<file path="config.mk">
export PLATFORM = sky130hd
export DESIGN_NAME = midi_parser
export DESIGN_NICKNAME = d
export VERILOG_FILES = /design/src/rtl/midi_parser_pkg.sv /design/src/rtl/midi_parser.sv
export SDC_FILE = /design/constraint.sdc
export NUM_CORES = 1
export LEC_CHECK = 0
export ABC_AREA = 1
export CORE_AREA = 2 2 50 98
export DETAILED_ROUTE_END_ITERATION = 10
export DIE_AREA = 0 0 52 100
export PLACE_DENSITY = 0.78
export SETUP_SLACK_MARGIN = 0.3
export SLEW_MARGIN = 25
export SYNTH_ARGS = -nofsm -noshare
export SYNTH_HDL_FRONTEND = slang
export SYNTH_SLANG_ARGS = --single-unit
</file>
<file path="constraint.sdc">
create_clock -name clock_50_000_000 -period 1.9 [get_ports clock_50_000_000]
set_input_delay 0.38 -clock clock_50_000_000 [delete_from_list [all_inputs] [get_ports clock_50_000_000]]
set_output_delay 0.38 -clock clock_50_000_000 [all_outputs]
set_load 0.05 [all_outputs]
</file>
<file path="src/rtl/midi_parser_pkg.sv">
// Shared MIDI definitions: event encoding, status nibbles, parser states.
package MIDI;

    localparam int BAUD_RATE = 31250;

    // Decoded channel-voice event kinds. Literals carry an EV_ prefix so they
    // do not collide with the status-nibble constants of the same name.
    typedef enum logic [1:0] {
        EV_NOTE_ON    = 2'd0,
        EV_NOTE_OFF   = 2'd1,
        EV_CONTROL    = 2'd2,
        EV_PITCH_BEND = 2'd3
    } event_t;

    // Parser FSM states.
    typedef enum logic [1:0] {
        IDLE    = 2'd0,
        WAIT_D1 = 2'd1,
        WAIT_D2 = 2'd2
    } state_t;

    // Upper nibble of channel status bytes.
    localparam logic [3:0] NOTE_OFF = 4'h8;
    localparam logic [3:0] NOTE_ON  = 4'h9;
    localparam logic [3:0] POLY_AT  = 4'hA;
    localparam logic [3:0] CC       = 4'hB;
    localparam logic [3:0] PROG     = 4'hC;
    localparam logic [3:0] CHAN_AT  = 4'hD;
    localparam logic [3:0] BEND     = 4'hE;

    // Number of data bytes that follow a channel status nibble.
    function automatic logic [1:0] data_len(input logic [3:0] status);
        if (status == PROG || status == CHAN_AT) begin
            return 2'd1;
        end
        return 2'd2;
    endfunction

endpackage

</file>
<file path="src/rtl/midi_parser.sv">
// Byte-level MIDI parser: tracks running status and emits one registered
// channel-voice event per complete message.
//
// Handshake: data_in is sampled on every clock edge where data_in_ready is
// high; there is no ready/backpressure, so every strobe is one byte and
// event_valid is a one-cycle pulse with no acknowledge.
module midi_parser
    import MIDI::*;
#(
    parameter bit         OMNI    = 1'b1,
    parameter logic [3:0] CHANNEL = 4'h0
) (
    input  logic       clock_50_000_000,
    input  logic       reset,
    input  logic [7:0] data_in,
    input  logic       data_in_ready,
    output logic       event_valid,
    output logic [1:0] event_type,
    output logic [3:0] event_channel,
    output logic [6:0] event_key,
    output logic [6:0] event_value,
    output logic [7:0] stray_count,
    output logic [1:0] debug_state
);

    state_t      state_q,  state_d;
    logic [7:0]  status_q, status_d;
    logic [6:0]  d1_q,     d1_d;
    logic [7:0]  stray_q,  stray_d;
    logic        valid_q,  valid_d;
    logic [1:0]  type_q,   type_d;
    logic [3:0]  chan_q,   chan_d;
    logic [6:0]  key_q,    key_d;
    logic [6:0]  value_q,  value_d;
    logic        complete;

    // Byte classification and FSM next state; realtime bytes fall through untouched.
    always_comb begin
        state_d  = state_q;
        status_d = status_q;
        d1_d     = d1_q;
        stray_d  = stray_q;
        complete = 1'b0;
        if (data_in_ready) begin
            if (data_in[7]) begin
                if (data_in[7:4] != 4'hF) begin
                    status_d = data_in;
                    state_d  = WAIT_D1;
                end else if (!data_in[3]) begin
                    status_d = 8'h00;
                    state_d  = IDLE;
                end
            end else begin
                case (state_q)
                    IDLE: begin
                        if (stray_q != 8'hFF) begin
                            stray_d = stray_q + 8'd1;
                        end
                    end
                    WAIT_D1: begin
                        if (data_len(status_q[7:4]) == 2'd1) begin
                            complete = 1'b1;
                        end else begin
                            d1_d    = data_in[6:0];
                            state_d = WAIT_D2;
                        end
                    end
                    WAIT_D2: begin
                        complete = 1'b1;
                        state_d  = WAIT_D1;
                    end
                    default: state_d = IDLE;
                endcase
            end
        end
    end

    // Map a completed message to an event; fields only move when an event fires.
    always_comb begin
        logic       emit;
        logic [1:0] kind;
        logic [6:0] key;
        emit    = 1'b0;
        kind    = EV_NOTE_ON;
        key     = (state_q == WAIT_D2) ? d1_q : data_in[6:0];
        valid_d = 1'b0;
        type_d  = type_q;
        chan_d  = chan_q;
        key_d   = key_q;
        value_d = value_q;
        if (complete) begin
            case (status_q[7:4])
                NOTE_ON: begin
                    emit = 1'b1;
                    kind = (data_in[6:0] != 7'd0) ? EV_NOTE_ON : EV_NOTE_OFF;
                end
                NOTE_OFF: begin
                    emit = 1'b1;
                    kind = EV_NOTE_OFF;
                end
                CC: begin
                    emit = 1'b1;
                    kind = EV_CONTROL;
                end
                BEND: begin
                    emit = 1'b1;
                    kind = EV_PITCH_BEND;
                end
                default: emit = 1'b0;
            endcase
            if (emit && (OMNI || status_q[3:0] == CHANNEL)) begin
                valid_d = 1'b1;
                type_d  = kind;
                chan_d  = status_q[3:0];
                key_d   = key;
                value_d = data_in[6:0];
            end
        end
    end

    // State, latches, counter and registered event outputs.
    always_ff @(posedge clock_50_000_000) begin
        if (reset) begin
            state_q  <= IDLE;
            status_q <= 8'h00;
            d1_q     <= 7'd0;
            stray_q  <= 8'd0;
            valid_q  <= 1'b0;
            type_q   <= 2'd0;
            chan_q   <= 4'd0;
            key_q    <= 7'd0;
            value_q  <= 7'd0;
        end else begin
            state_q  <= state_d;
            status_q <= status_d;
            d1_q     <= d1_d;
            stray_q  <= stray_d;
            valid_q  <= valid_d;
            type_q   <= type_d;
            chan_q   <= chan_d;
            key_q    <= key_d;
            value_q  <= value_d;
        end
    end

    assign event_valid   = valid_q;
    assign event_type    = type_q;
    assign event_channel = chan_q;
    assign event_key     = key_q;
    assign event_value   = value_q;
    assign stray_count   = stray_q;
    assign debug_state   = state_q;

endmodule

</file>
==> After elaboration in Yosys (flattened, before gate mapping) <==
Cells that the tools add are included.
Widths: inputs -> output; s select.
{ "totals": {"in_bits": 11, "out_inout_bits": 31, "regBits": 46} }
{ "op_classes": {"eq_ne": 15, "add_sub_neg": 1, "reduce_logical": 10, "n_bitwise": 3, "mux": 26} }
{ "op_table": {"columns": ["op", "n"], "rows": [
  ["$eq 4x4->1 const B", 6],
  ["$mux 2", 9],
  ["$mux 8", 2],
  ["$reduce_and 4->1", 3],
  ["$mux 1", 11],
  ["$add 8x1->8 const B", 1],
  ["$ne 8x8->1 const B", 1],
  ["$pmux 2 s4", 1],
  ["$mux 7", 1],
  ["$reduce_bool 7->1", 1],
  ["$pmux 2 s3", 1],
  ["$eq 2x1->1 const B", 2],
  ["$ne 4x4->1 const B", 1],
  ["$reduce_or 4->1", 1],
  ["$ne 3x2->1 const B", 1],
  ["$ne 3x3->1 const B", 1],
  ["$not 1->1", 3],
  ["$reduce_and 3->1", 1],
  ["$eq 2x2->1 const B", 1],
  ["$logic_not 2->1", 1],
  ["$ne 2x1->1 const B", 1],
  ["$ne 2x2->1 const B", 1],
  ["$pmux 1 s2", 1],
  ["$reduce_and 2->1", 1],
  ["other kinds (2)", 2]
]} }

==> Depth between registers and ports, before layout <==
Gate-level depths: netlist of the first run.
{ "logic_depth": {"word_depth": 17, "depth_mapped": 10} }

==> Least setup slack after synthesis of the first run <==
No wires, ideal clock.
{ "synth_path": {"path_kind": "register to register", "start": "register state_q[1] (netlist: debug_state[1])", "end": "register chan_q[0] (netlist: event_channel[0])", "t_arrival_ps": 1767, "path_buffers": 1, "slack_ps": 20, "setup_time_ps": 113, "required_time_ps": 1787, "period_less_slack_ps": 1880, "path_stages_with_launch": 9, "path_cell_list": "dfxtp_1 inv_1 ha_1 inv_1 nor2_4 nand3_4 buf_2 nor2_1 nor2_1"} }
{ "synth_via": {"elab_chain_len": 5, "elab_cells_between_ends": 6} }
{ "synth_rtl": {"columns": ["item", "line", "source"], "rows": [
  ["start, declared", "midi_parser.sv:26", "state_t state_q, state_d;"],
  ["start signal, assigned", "midi_parser.sv:134", "state_q <= state_d;"],
  ["$eq 2x2->1 or $eq 2x1->1 (tied branches)", "midi_parser.sv:54", "case (state_q)"],
  ["$pmux 1 s2 (*)", "midi_parser.sv:54", null],
  ["$mux 1 (*)", "midi_parser.sv:45", "if (data_in[7]) begin"],
  ["$mux 1 (*)", "midi_parser.sv:44", "if (data_in_ready) begin"],
  ["$reduce_and 2->1 (no line) (*)", null, null],
  ["end signal, assigned", "midi_parser.sv:140", "chan_q <= chan_d;"],
  ["end, declared", "midi_parser.sv:32", "logic [3:0] chan_q, chan_d;"]
]} }
Mark *: on every way between the ends. The rest lies on a longest branch, timed or not.
A chain may end at the register's enable or synchronous reset.

==> Worst setup path in the final report of the first run <==
{ "layout_path": {"start": "register stray_q[1] (netlist: stray_count[1])", "end": "output stray_count[1]"} }
{ "layout_lines": {"columns": ["item", "line", "source"], "rows": [
  ["start, declared", "midi_parser.sv:29", "logic [7:0] stray_q, stray_d;"],
  ["start signal, assigned", "midi_parser.sv:137", "stray_q <= stray_d;"],
  ["end, declared", "midi_parser.sv:22", "output logic [7:0] stray_count,"]
]} }
No word-level cell between the ends.

==> results.sh, run 1 <==
export IMPL_synth_warnings=0
export IMPL_timing_fmax_mhz=638
export IMPL_coreArea_um2=4510
export IMPL_synth_cell_types=26
export IMPL_synth_area_leader_cell="dfxtp_1"
export IMPL_die_w_um=52
export IMPL_drt_drc_violations_left=0
export IMPL_dp_cells=431
export IMPL_worst_pin_slew_ns=0.496
export IMPL_grt_pass1_vias=2097
export IMPL_antenna_found_initial=0
export IMPL_cp_slowest_stage_delay_ns=0.53
export IMPL_worstPathRequired_ns=1.52
export IMPL_setup_tns_ns=0
export IMPL_worst_path_buf_inv=1
export IMPL_critPathKind="reg -> out"
export IMPL_power_share_clock_pct=34.6
export IMPL_highest_layer="met4"
export IMPL_chipHeight_um=100
export IMPL_ir_worst_vdd_mv=0.697
export IMPL_holdWs_ns=0.451
export IMPL_met1_length_um=2210
export IMPL_routed_wl_met2_um=2820
export IMPL_min_period_over_period_pct=82.5
export IMPL_cp_top_family="buffers and inverters"
export IMPL_final_cell_mix="nand2_1 (74), nor2_1 (55), inv_1 (46)"
export IMPL_drt_total_wl_um=5430
export IMPL_final_area_um2=2940
export IMPL_min_path_cells=2
export IMPL_pwr_share_seq_pct=51.2
export IMPL_row_count=35
export IMPL_grt_pass1_wl_um=8790
export IMPL_ant_nets=0
export IMPL_grt_setup_unrepaired="yes"
export IMPL_dp_hpwl_um=3710
export IMPL_maxSlewViolCount=0
export IMPL_die_area_um2=5200
export IMPL_grt_usage_pct=21.7
export IMPL_ys_seq_area_share_pct=41.1
export IMPL_swShare_pct=27.4
export IMPL_power_total_uw=1960
export IMPL_finalHoldViolCount=0
export IMPL_dpl_cell_area_um2=2740
export IMPL_initial_utilization_pct=49.7
export IMPL_syn2layout_area_growth_pct=31.0
export IMPL_drive_gt1_share_pct=15.9
export IMPL_crit_chain="dlygate4sd2_1"
export IMPL_r2r_worst_path_cells=9
export IMPL_ioPinCount=42
export IMPL_hold_class="reg -> reg"
export IMPL_avgSynthCellArea_um2=6.69
export IMPL_critPathMaxFanout=4
export IMPL_vias=2212
export IMPL_grt_ovfl_total=0
export IMPL_cp_depth=1
export IMPL_routed_via_density=4.98
export IMPL_clkLatencyLatePin_ns=0.30
export IMPL_switching_power_uw=539
export IMPL_instances_no_fill=444
export IMPL_io_buffers=41
export IMPL_cts_buffers_inserted=5
export IMPL_setup_viol=0
export IMPL_drt_pass1_iter_count=4
export IMPL_min_period_ns=1.57
export IMPL_drv_cap=0
export IMPL_routed_wl_met3_um=237
export IMPL_syn_inst=335
export IMPL_synth_area_leaders="dfxtp_1 (41%), nand2_1 (13%), nor2_1 (9.4%), inv_1 (7.9%), a21oi_1 (6.3%)"
export IMPL_status="finished clean"
export IMPL_diodes=0
export IMPL_crit_arrival_ns=1.19
export IMPL_cts_buffer_depth=2
export IMPL_final_nets=404
export IMPL_grt_max_degree=33
export IMPL_cts_root_buf="clkbuf_8"
export IMPL_ys_seq_elements=46
export IMPL_fill_cells=407
export IMPL_htree_levels=2
export IMPL_p_int_uw=1420
export IMPL_gp_congestion=0.792
export IMPL_clk_pin_slew_ns=0.09
export IMPL_synth_net_count=351
export IMPL_slowest_stage="dlygate4sd2_1"
export IMPL_cts_tree="built"
export IMPL_start_kind="flip-flop"
export IMPL_drtIter0Drc=34
export IMPL_avgRoutedWirePerCell_um=12.2
export IMPL_cts_sinks=46
export IMPL_slew_headroom_pct=67.1
export IMPL_fin_skew_ns=0.00742
export IMPL_combPwrFrac_pct=14.2
export IMPL_mostFrequentLayoutCell="nand2_1"
export IMPL_syn_area_um2=2240
export IMPL_p_leak_uw=0.00140
export IMPL_postCtsHoldBufs=0
export IMPL_synth_top_area_share_pct=41.1
export IMPL_cp_end_kind="primary output"
export IMPL_power_density_nw_per_um2=668
## through the flow
| step | setup WS, ns | util (%) |
|---|---|---|
| final | 0.332 | 65.1 |
| after global routing | 0.265 | 65.1 |
| after CTS | 0.285 | 62.7 |
| after detailed placement | -0.00222 | 60.8 |
| after global placement | 0.0392 | 60.8 |
| after floorplan | 0.310 | - |
## kinds of logic after synthesis
kind of cell,count (synthesis),share of synthesized area [%]
buf+inv,67,12.0
flops,46,41.1
xor+xnor,3,1.17
simple gates,174,34.0
compound gates,40,8.93
fa+ha+maj,5,2.79
## worst register-to-register path, cell delays in order, from the launching register on
cell,delay (ns)
dfxtp_4,0.37
inv_1,0.07
ha_1,0.27
inv_1,0.06
nor2_4,0.10
buf_4,0.18
nand3_4,0.14
nand2_1,0.10
inv_1,0.04
nor2_1,0.09
## timing repair
item                       CTS  global route
setup endpoints to repair   25            39
gates cloned                 0             3
resized for setup           19            16
pin swaps                    0             3
setup buffers                0             2
## synthesized netlist by cell type
library cell / count
a21oi_1: 28
buf_1: 1
buf_2: 2
buf_6: 2
clkbuf_1: 7
clkinv_1: 1
dfxtp_1: 46
ha_1: 5
inv_1: 47
inv_2: 7
nand2_1: 76
nand2_2: 1
nand2_4: 1
nand3_1: 15
nand3_4: 1
nand3b_1: 1
nand4_1: 17
nor2_1: 56
nor2_2: 2
nor2_4: 1
nor3_1: 2
nor3_2: 1
o21ai_0: 7
o21ai_1: 5
xnor2_1: 2
xor2_1: 1
## area by class of cell
cell class / instances / area [µm²] / area share [%]
well taps: 55 / 68.8 / 2.34
flip-flops and latches: 46 / 931 / 31.7
multi-input cells: 225 / 1140 / 38.9
inverters: 55 / 206 / 7.03
repair buffers: 55 / 480 / 16.4
clock inverters: 2 / 15.0 / 0.511
clock buffers: 6 / 93.8 / 3.20
## worst paths after layout
path                                                  start                          to  slack, ns
worst max-delay path            stray_count[1]$_SDFFE_PP0P_              stray_count[1]       0.33
worst min-delay path             event_type[1]$_SDFFE_PP0P_  event_type[1]$_SDFFE_PP0P_       0.45
worst max register to register  debug_state[1]$_SDFFE_PP0P_   event_key[0]$_SDFFE_PP0P_       0.41
worst min register to register   event_type[1]$_SDFFE_PP0P_  event_type[1]$_SDFFE_PP0P_       0.45
## power groups by stage
stage / clock network (µW) / logic, µW / registers [µW]
5_1_grt: 725 / 309 / 1010
3_3_place_gp: 0 / 249 / 1020
4_1_cts: 698 / 254 / 1000
3_5_place_dp: 0 / 255 / 1030
6_report: 679 / 279 / 1000
2_1_floorplan: 0 / 134 / 1050
## per-layer routing
| metal | GRT usage, % | vias to the layer above |
|---|---|---|
| met1 | 24.8 | 980 |
| met3 | 3.27 | 15 |
| li1 | - | 1153 |
| met5 | 0 | - |
| met2 | 38.0 | 64 |
| met4 | 10.1 | 0 |
## flip-flops by register name (all words and copies together) (netlist names)
name and cells:
event_value 7, event_key 7, status_q 8, event_valid 1, debug_state 2, d1_q 7, event_channel 4, stray_count 8
event_type 2
(Power assumes the default switching activity.)
==> inputs of run 2 (changes only) <==
- CORE_AREA: 2 2 50 98 -> 2 2 52 103
- DIE_AREA: 0 0 52 100 -> 0 0 54 105
- PLACE_DENSITY: 0.78 -> 0.75
- clock period: 1.9 -> 1.4 ns (I/O delays scaled with it)
==> run 2 against run 1 <==
  * The flow now finishes with violations (negative setup slack)
  * Combinational power up 110%
  * Clock-buffer cell count up 1
  * Hold slack better by 0.023 ns
  * Core utilization up 17 points
  * Critical path type is now reg -> reg
  * Clock skew down 0.0031 ns
  * Routed wire length up 43%
  * Cell count up 9.2%
==> results.sh, run 2 (synthesized netlist as in run 1, its figures left out) <==
export IMPL_cp_end_kind="flip-flop"
export IMPL_drtIter0Drc=86
export IMPL_hold_class="reg -> reg"
export IMPL_drv_cap=0
export IMPL_p_leak_uw=0.00178
export IMPL_setup_viol=22
export IMPL_die_area_um2=5670
export IMPL_min_to="status_q[0]$_SDFFE_PP0P_"
export IMPL_gp_congestion=0.842
export IMPL_worstPathRequired_ns=1.59
export IMPL_fin_skew_ns=0.00437
export IMPL_ioPinCount=42
export IMPL_antenna_found_initial=0
export IMPL_status="finished, violations left"
export IMPL_cts_buffers_inserted=5
export IMPL_slew_headroom_pct=78.9
export IMPL_min_period_ns=1.56
export IMPL_cts_root_buf="clkbuf_8"
export IMPL_cts_buffer_depth=2
export IMPL_min_period_over_period_pct=111
export IMPL_timing_final_ws_setup_ns=-0.156
export IMPL_power_density_nw_per_um2=717
export IMPL_fill_cells=284
export IMPL_grt_ovfl_total=0
export IMPL_grt_pass1_wl_um=10400
export IMPL_min_path_cells=2
export IMPL_ant_nets=0
export IMPL_initial_utilization_pct=46.1
export IMPL_die_w_um=54
export IMPL_drt_pass1_iter_count=4
export IMPL_critPathKind="reg -> reg"
export IMPL_final_nets=444
export IMPL_grt_usage_pct=24.3
export IMPL_clk_pin_slew_ns=0.08
export IMPL_start_kind="flip-flop"
export IMPL_multiInputGateArea_um2=1380
export IMPL_hp_start="status_q[0]$_SDFFE_PP0P_"
export IMPL_crit_arrival_ns=1.75
export IMPL_final_area_um2=4020
export IMPL_final_seq_area_um2=995
export IMPL_ir_worst_vdd_mv=0.976
export IMPL_drive_gt1_share_pct=49.3
export IMPL_final_cell_mix="nand2_1 (52), nor2_1 (43), inv_1 (42)"
export IMPL_row_count=36
export IMPL_rrSetupSlack_ns=-0.16
export IMPL_avgRoutedWirePerCell_um=16.0
export IMPL_grt_pass1_vias=2338
export IMPL_final_core_util_pct=82.6
export IMPL_io_buffers=41
export IMPL_drt_total_wl_um=7780
export IMPL_violations="negative setup slack"
export IMPL_grt_max_degree=32
export IMPL_mostFrequentLayoutCell="nand2_1"
export IMPL_maxSlewViolCount=0
export IMPL_cts_sinks=46
export IMPL_syn2layout_area_growth_pct=79.2
export IMPL_diodes=0
export IMPL_clkLatencyLatePin_ns=0.30
export IMPL_drt_drc_violations_left=0
export IMPL_chipHeight_um=105
export IMPL_r2r_worst_path_cells=9
export IMPL_dp_hpwl_um=4150
export IMPL_vias=2552
export IMPL_grt_setup_unrepaired="yes"
export IMPL_coreArea_um2=4860
export IMPL_cts_tree="built"
export IMPL_rr_startpoint="debug_state[0]$_SDFFE_PP0P_"
export IMPL_dpl_cell_area_um2=3300
export IMPL_critPathMaxFanout=3
export IMPL_worst_pin_slew_ns=0.316
export IMPL_timing_fmax_mhz=643
export IMPL_finalHoldViolCount=0
export IMPL_routed_via_density=5.26
export IMPL_htree_levels=2
export IMPL_worstReg2RegEnd="event_type[0]$_SDFFE_PP0P_"
## run 2: changes by cell type in the layout (fill, tap and decap cells not counted), sizes merged
cell and change:
clkdlybuf4s15 -2, inv +1, dlygate4sd2 -11, clkinvlp -2
buf +61, clkinv -1, clkbuf +2, nand3 -3
clkdlybuf4s50 -6
## run 2: power by group
group	internal, µW	switching [µW]
Combinational	263	320
Clock	500	444
Sequential	1320	35.1
## run 2: through the flow
stage	cells	hold slack, ns	power (µW)	setup slack, ns	TNS (ns)
after floorplan	335	0.349	1640	-0.0748	-1.25
after CTS	467	0.467	2780	0.00867	0
final	485	0.473	2880	-0.156	-1.92
after detailed placement	448	0.463	1820	-0.355	-11.99
after global routing	485	0.491	2970	-0.213	-3.26
after global placement	448	0.453	1810	-0.303	-10.76
## run 2: worst max-delay path by stage
stage	start	to	slack (ns)	cells past startpoint
after floorplan	debug_state[1]$_SDFFE_PP0P_	event_channel[3]$_SDFFE_PP0P_	-0.07	8
after global placement	data_in[7]	stray_count[6]$_SDFFE_PP0P_	-0.30	8
after detailed placement	data_in[7]	stray_count[5]$_SDFFE_PP0P_	-0.35	8
after CTS	debug_state[1]$_SDFFE_PP0P_	event_channel[3]$_SDFFE_PP0P_	0.009	8
after global routing	debug_state[1]$_SDFFE_PP0P_	event_type[0]$_SDFFE_PP0P_	-0.21	9
final	debug_state[0]$_SDFFE_PP0P_	event_type[0]$_SDFFE_PP0P_	-0.16	9
## run 2: routing by layer
metal  wire (µm)  global-route usage, %
met1        2820                   26.2
met2        4260                   43.2
met3         333                   4.14
met4         371                   10.7
met5           0                      0
## run 2: timing repair
item / CTS / global route
hold buffers: 0 / 0
pin swaps: 15 / 24
gates cloned: 0 / 1
gates resized for setup: 50 / 73
endpoints found under the setup margin: 76 / 60
buffers inserted: 12 / 17
## run 2: worst max-delay path, stage by stage, from the launching register on
cell and delay [ns]:
dfxtp_4 0.38, inv_4 0.05, ha_4 0.26, inv_2 0.05
nor2_4 0.17, buf_4 0.15, buf_4 0.09, nand3b_1 0.08
nor2_1 0.15, nor2_1 0.07
## run 2: final cells by class
type	instances	share of cell area (%)
clock buffers	7	2.68
inverters	55	5.26
multi-input cells	222	34.3
flip-flops and latches	46	24.8
well taps	57	1.78
repair buffers	98	31.3
